<file path="config.mk">
export PLATFORM = sky130hd
export DESIGN_NAME = adc_spi_cmd_seq
export DESIGN_NICKNAME = d
export VERILOG_FILES = /design/src/rtl/adc_spi_cmd_seq.sv
export SDC_FILE = /design/constraint.sdc
export NUM_CORES = 1
export LEC_CHECK = 0
export CELL_PAD_IN_SITES_DETAIL_PLACEMENT = 0
export CELL_PAD_IN_SITES_GLOBAL_PLACEMENT = 1
export CORE_UTILIZATION = 53
export DETAILED_ROUTE_END_ITERATION = 6
export PLACE_DENSITY_LB_ADDON = 0.12
export SKIP_LAST_GASP = 1
export SLEW_MARGIN = 20
export SYNTH_ARGS = -nofsm -noshare
export SYNTH_HDL_FRONTEND = slang
export SYNTH_SLANG_ARGS = --single-unit
</file>
<file path="constraint.sdc">
create_clock -name aclk -period 5 [get_ports aclk]
set_input_delay 0.5 -clock aclk [delete_from_list [all_inputs] [get_ports aclk]]
set_output_delay 0.5 -clock aclk [all_outputs]
set_load 0.02 [all_outputs]
</file>
<file path="src/rtl/adc_spi_cmd_seq.sv">
// Command sequencer for the ADC SPI write engine: buffers words in a FIFO, issues
// each as a one-cycle strobe, waits for done, enforces a CS-high gap, and watchdogs.
module adc_spi_cmd_seq #(
    parameter int WIDTH          = 16,
    parameter int DEPTH          = 8,
    parameter int GAP_CYCLES     = 4,
    parameter int TIMEOUT_CYCLES = 256
) (
    input  logic                       aclk,
    input  logic                       areset,
    input  logic [WIDTH-1:0]           s_data,
    input  logic                       s_valid,
    output logic                       s_ready,
    output logic [WIDTH-1:0]           spi_data,
    output logic                       spi_en,
    input  logic                       spi_done,
    input  logic                       err_clr,
    output logic                       busy,
    output logic [$clog2(DEPTH+1)-1:0] level,
    output logic                       timeout_err
);

    localparam int AW = $clog2(DEPTH);
    localparam int LW = $clog2(DEPTH + 1);
    localparam int WW = $clog2(TIMEOUT_CYCLES);
    localparam int GW = (GAP_CYCLES > 1) ? $clog2(GAP_CYCLES) : 1;

    localparam logic [LW-1:0] FULL_LEVEL = LW'(DEPTH);
    localparam logic [WW-1:0] WD_LAST    = WW'(TIMEOUT_CYCLES - 1);
    localparam logic [GW-1:0] GAP_LAST   = GW'((GAP_CYCLES > 0) ? GAP_CYCLES - 1 : 0);

    typedef enum logic [1:0] {
        ST_IDLE = 2'd0,
        ST_WAIT = 2'd1,
        ST_GAP  = 2'd2
    } state_t;

    localparam state_t POST_WAIT = (GAP_CYCLES == 0) ? ST_IDLE : ST_GAP;

    state_t           state_q, state_d;
    logic [WIDTH-1:0] mem_q [DEPTH];
    logic [AW-1:0]    wr_ptr_q, wr_ptr_d;
    logic [AW-1:0]    rd_ptr_q, rd_ptr_d;
    logic [LW-1:0]    level_q, level_d;
    logic [WIDTH-1:0] spi_data_q, spi_data_d;
    logic             spi_en_q, spi_en_d;
    logic [WW-1:0]    wd_q, wd_d;
    logic [GW-1:0]    gap_q, gap_d;
    logic             timeout_err_q, timeout_err_d;
    logic             push, pop, err_set;

    // Valid/ready: a word transfers on any edge where s_valid && s_ready are both high;
    // s_ready depends only on the registered level, never on s_valid.
    assign s_ready = (level_q != FULL_LEVEL);
    assign push    = s_valid && s_ready;

    always_ff @(posedge aclk) begin
        if (push) begin
            mem_q[wr_ptr_q] <= s_data;
        end
    end

    always_comb begin
        wr_ptr_d = wr_ptr_q;
        rd_ptr_d = rd_ptr_q;
        level_d  = level_q;
        if (push) begin
            wr_ptr_d = wr_ptr_q + AW'(1);
        end
        if (pop) begin
            rd_ptr_d = rd_ptr_q + AW'(1);
        end
        case ({push, pop})
            2'b10:   level_d = level_q + LW'(1);
            2'b01:   level_d = level_q - LW'(1);
            default: level_d = level_q;
        endcase
    end

    always_comb begin
        state_d    = state_q;
        pop        = 1'b0;
        spi_en_d   = 1'b0;
        spi_data_d = spi_data_q;
        wd_d       = wd_q;
        gap_d      = gap_q;
        err_set    = 1'b0;
        case (state_q)
            ST_IDLE: begin
                if (level_q != '0) begin
                    pop        = 1'b1;
                    spi_en_d   = 1'b1;
                    spi_data_d = mem_q[rd_ptr_q];
                    wd_d       = '0;
                    state_d    = ST_WAIT;
                end
            end
            ST_WAIT: begin
                wd_d = wd_q + WW'(1);
                // Done on the expiry cycle still counts as a clean completion.
                if (spi_done) begin
                    gap_d   = '0;
                    state_d = POST_WAIT;
                end else if (wd_q == WD_LAST) begin
                    err_set = 1'b1;
                    gap_d   = '0;
                    state_d = POST_WAIT;
                end
            end
            ST_GAP: begin
                gap_d = gap_q + GW'(1);
                if (gap_q == GAP_LAST) begin
                    state_d = ST_IDLE;
                end
            end
            default: state_d = ST_IDLE;
        endcase

        if (err_set) begin
            timeout_err_d = 1'b1;
        end else if (err_clr) begin
            timeout_err_d = 1'b0;
        end else begin
            timeout_err_d = timeout_err_q;
        end
    end

    always_ff @(posedge aclk or posedge areset) begin
        if (areset) begin
            state_q       <= ST_IDLE;
            wr_ptr_q      <= '0;
            rd_ptr_q      <= '0;
            level_q       <= '0;
            spi_data_q    <= '0;
            spi_en_q      <= 1'b0;
            wd_q          <= '0;
            gap_q         <= '0;
            timeout_err_q <= 1'b0;
        end else begin
            state_q       <= state_d;
            wr_ptr_q      <= wr_ptr_d;
            rd_ptr_q      <= rd_ptr_d;
            level_q       <= level_d;
            spi_data_q    <= spi_data_d;
            spi_en_q      <= spi_en_d;
            wd_q          <= wd_d;
            gap_q         <= gap_d;
            timeout_err_q <= timeout_err_d;
        end
    end

    assign busy        = (state_q != ST_IDLE) || (level_q != '0);
    assign level       = level_q;
    assign spi_data    = spi_data_q;
    assign spi_en      = spi_en_q;
    assign timeout_err = timeout_err_q;

endmodule

</file>
# Yosys cells after proc, flatten, opt, wreduce, memory -nomap -nowiden
# Memory sizes are Yosys's and may differ from the RTL's. A register that Yosys moved wholly into a read port is not among the register bits.
# Index checks and enable logic that the tools add are counted.
# W data, S select, Z words.
# op_classes
n_addsub	6
shifts	0
n_div	0
magnitude_cmp	0
n_reduce_logical	13
bitwise	0
n_mux	20
n_eq_ne	10
n_mul	0
# ops
operator	n
$pmux W8 S2	1
$mux W2	6
$reduce_bool A2 Y1	5
$mux W1	9
$add A8 B1 Y8 const B	1
$eq A8 B8 Y1 const B	1
$mux W8	1
$pmux W4 S2	1
$add A3 B1 Y3 const B	2
$eq A2 B2 Y1 const B	3
$pmux W2 S3	1
$reduce_and A2 Y1	3
$add A4 B1 Y4 const B	1
$eq A2 B1 Y1 const B	2
$ne A2 B2 Y1 const B	2
$ne A4 B4 Y1 const B	1
$pmux W2 S2	1
$reduce_bool A4 Y1	1
$sub A4 B1 Y4 const B	1
$ne A3 B3 Y1 const B	1
$reduce_and A3 Y1	1
$add A2 B1 Y2 const B	1
$logic_not A2 Y1	1
$logic_and A1 B1 Y1	1
$logic_or A1 B1 Y1	1
# totals
ff_bits	24
n_memories	1
input_bits	21
ramBits	128
elab_cells	58
mem_bits_ro	0
latch_bits	0
# memory_table
name	depth	word_bits	read_ports	rd_ports_with_merged_regs	write_ports	line_no	rtl
mem_q	8	16	1	1	1	41	logic [WIDTH-1:0] mem_q [DEPTH];

# Depth between registers and ports, before layout
# depth
word_depth	5
ltp_mapped	12

# Worst setup path after synthesis
# Ideal clock, no wire load.
# synth_path
path_type	register to register
startpoint	register level_q[1] (netlist: level[1])
endpoint	memory mem_q[0][0] (enable)
setup_slack_ps	2354
stages_incl_launch_ff	6
required_ps	4591
period_less_slack_ps	2646
t_arrival_ps	2237
setup_ps	409
path_buffers	1
path_cell_list	dfrtp_1 -> buf_6 -> or4b_4 -> nand2_4 -> or2_4 -> nor3_1
# synth_between
elab_chain_cells	4
# synth_rtl
item	line_no	rtl
start, declared	44	logic [LW-1:0] level_q, level_d;
start signal, assigned	143	level_q <= level_d;
$ne A4 B4 Y1	54	assign s_ready = (level_q != FULL_LEVEL);
net s_ready	13	output logic s_ready,
$logic_and A1 B1 Y1	55	assign push = s_valid && s_ready;
$mux W1	58	if (push) begin
$mux W1 (implied by the code)	59	mem_q[wr_ptr_q] <= s_data;
end, declared	41	
# The timed path passes the listed nets, and every way through them passes these cells.

# Final worst setup path
# layout_path
startpoint	register level_q[1] (netlist: level[1])
endpoint	register level_q[2] (netlist: level[2])
# layout_between
elab_chain_cells	5
# layout_rtl
item	line_no	rtl
$reduce_bool A4 Y1	90	if (level_q != '0) begin
$mux W1	90	
$mux W1	88	case (state_q)
$eq A2 B1 Y1 or $eq A2 B2 Y1 (tied branches)	73	case ({push, pop})
$pmux W4 S2 or $reduce_bool A2 Y1 (tied branches)	n/a	
# Parallel ways exist; a longest one is shown, timed or not.
# A chain may end at the register's enable or synchronous reset.

==> flow_summary.json <==
{
  "tightest_slew_ps": 966,
  "clockBufferDepth": 2,
  "wl_per_cell_um": 18.7,
  "clock_latency_ps": 430,
  "syn_area_um2": 6730,
  "seq_area_frac_synth": 0.720,
  "multi_input_area_um2": 1750,
  "fin_nets": 519,
  "grtUsageMet1": 0.260,
  "totalPowerFinal_mw": 4.86,
  "die_y_um": 115,
  "slowest_stage": "nand2b_2",
  "postCtsResizedCells": 0,
  "die_area_um2": 13200,
  "pin_count": 45,
  "worst-path-max-fanout": 24,
  "vias": 3710,
  "end_kind": "register",
  "layout-drive-gt1-share": 0.105,
  "grt_max_degree": 67,
  "io_buffers": 44,
  "path_common_cell": "xor2_1",
  "synthTopCellsByCount": "128 x edfxtp_1, 64 x mux2i_1, 48 x nand2_1",
  "cp.required_ps": 5310,
  "finalHoldViolations": 0,
  "gr-total-overflow": 0,
  "pwr_density_cell_nw_per_um2": 613,
  "path_buf_inv": 1,
  "routed_wirelength_um": 12600,
  "fin_crit_sh": 0.612,
  "clock_sinks": 168,
  "status": "finished, final reports clean",
  "clk_pin_slew_ps": 60,
  "max_cap_viol_count": 0,
  "placed_cell_area_um2": 7330,
  "synth_top_area_cell": "edfxtp_1",
  "nFillCells": 912,
  "worstSetupPathType": "register to register",
  "worst_path_dominant_cell_family": "simple AND/OR/NAND/NOR gates",
  "setup_tns_ps": 0,
  "vias_per_cell": 5.53,
  "grt_pass1_wl_um": 19500,
  "critical_path.max_stage_delay_ps": 540,
  "cts_max_level": 4,
  "met3_usage": 0.0593,
  "remaining_drc_errors": 0,
  "stdcell_area_um2": 7930,
  "cts_buffers": 17,
  "dp_hpwl_um": 6950,
  "grt_pass1_vias": 3701,
  "grt_usage": 0.211,
  "slew_violations": 0,
  "worstPathArrival_ps": 3370,
  "ir_worst_vdd_uv": 373,
  "cellLeakagePower_nw": 3.02,
  "synth_area_leaders": "edfxtp_1 57%, dfrtp_1 15%, mux2i_1 9.5%",
  "slew_headroom": 0.353,
  "cts_setup_buffers": 0,
  "diodes": 0,
  "die_width_um": 115,
  "yosysTopAreaCellShare": 0.571,
  "rsz0062_at_grt": "false",
  "start_kind": "register",
  "post_synth.cell_area_avg_um2": 15.3,
  "use_met2": 0.360,
  "initial_utilization": 0.551,
  "areaGrowthSynthToFinish_pct": 17.8,
  "clock_skew_ps": 8.84,
  "grt_busiest_layer": "met2",
  "cts_tree": "done",
  "ys_ff_latch": 168,
  "drtAntennaViolNets": 0,
  "async_flop_share": 0.238,
  "yosys_warnings": 0,
  "setup_viol": 0,
  "path_cells": "nor4_1 > nand2b_2 > inv_2 > ha_1 > xor2_1 > ha_1 > a21oi_1 > xor2_1 > nor2_1 > xor2_1",
  "drtIter0Drc": 341,
  "timing.hold.worst.class": "register to register",
  "core_um2": 12200,
  "seq_area_um2": 4850,
  "gp_congestion": 0.692,
  "ys_types": 43,
  "dr.pass1.iters": 4,
  "fmax_mhz": 327,
  "rows": 40,
  "hold_buffers": 0,
  "min_period_ps": 3060,
  "clock-root-buffer": "clkbuf_16",
  "synthFlopType": "edfxtp_1",
  "antenna_found_initial": 0,
  "synth_edf_count": 128,
  "synth.most_common_cell": "edfxtp_1",
  "synth_nets": 467,
  "netlist_instances": 439
}
## cell families after synthesis
family,count (synthesis),share of synthesized area
AOI/OAI and AO/OA,53,0.0548
xor gates and xnor gates,10,0.0130
adders and majority gates,7,0.0130
buffers and inverters,25,0.0225
DFF,168,0.720
muxes,66,0.0991
and+or+nand+nor,110,0.0781
## metrics by stage
| stage | util | hold slack (ps) | instances | setup slack [ps] |
|---|---|---|---|---|
| after detailed placement | 0.600 | 467 | 639 | 1910 |
| after CTS | 0.647 | 477 | 670 | 1890 |
| after global placement | 0.600 | 448 | 639 | 1930 |
| after global routing | 0.650 | 498 | 671 | 1680 |
| after floorplan | - | 429 | 439 | 2350 |
| final | 0.650 | 476 | 671 | 1940 |
## final cells by class
type	count	area share
clock inverters	13	0.0181
multi-input cells	246	0.221
inverters	5	0.00237
well taps	168	0.0265
clock buffers	18	0.0541
repair buffers	53	0.0666
flip-flops and latches	168	0.611
## layout by cell type (no fill, tap or decap), types with 2 or more instances in the layout
cell,synthesis,routed
nor3_2,0,2
nor2b_2,0,2
inv_1,4,3
a31oi_1,2,2
xnor2_1,5,5
edfxtp_1,128,128
bufinv_16,0,2
a22oi_1,32,32
o21ai_0,5,5
nand2_1,48,48
and2_1,2,2
inv_6,0,6
dfrtp_1,40,39
clkdlybuf4s50_1,0,44
clkbuf_16,0,17
and4_1,2,2
xor2_1,5,5
clkinv_4,0,2
nor3_1,4,2
buf_4,7,8
nand4_1,3,3
inv_2,1,2
mux2i_1,64,64
ha_1,7,7
clkinv_2,0,2
nand2b_1,5,5
nand3_1,20,20
a21oi_1,7,7
nor2_1,16,15
o22ai_1,2,2
## worst reg2reg max path, stage by stage, from the launching register on
cell      delay (ps)
dfrtp_1          470
nor4_1           340
nand2b_2         540
inv_2            370
ha_1             370
xor2_1           170
ha_1             180
a21oi_1          140
xor2_1           150
nor2_1            70
xor2_1           140
## report_power, final
part | internal, mW | switching, mW
sequential | 1.82 | 0.215
clock | 0.739 | 0.535
combinational | 0.659 | 0.894
total | 3.22 | 1.64
## registers in the layout (all words and copies together), names as in the netlist
signal and count:
state_q 2, gap_q 2, level 4, wr_ptr_q 3, mem_q 128, spi_data 16, spi_en 1, rd_ptr_q 3
timeout_err 1, wd_q 8
## final timing paths
| path | from | end | slack [ps] | depth (start not counted) |
|---|---|---|---|---|
| min | spi_data[13] | spi_data[13] | 480 | 2 |
| max in group asynchronous | areset | rd_ptr_q[0] | 3740 | 2 |
| min reg2reg | spi_data[13] | spi_data[13] | 480 | 2 |
| max | level[1] | level[2] | 1940 | 10 |
| max reg2reg | level[1] | level[2] | 1940 | 10 |
| min in group asynchronous | areset | wd_q[7] | 600 | 2 |
## per-layer routing
layer  routed length (um)  vias to the layer above
li1                     -                     1758
met1                 5340                     1862
met2                 6450                       76
met3                  605                       14
met4                  161                        0
met5                    0                        -
No activity file was read; power rests on OpenSTA's default activity.
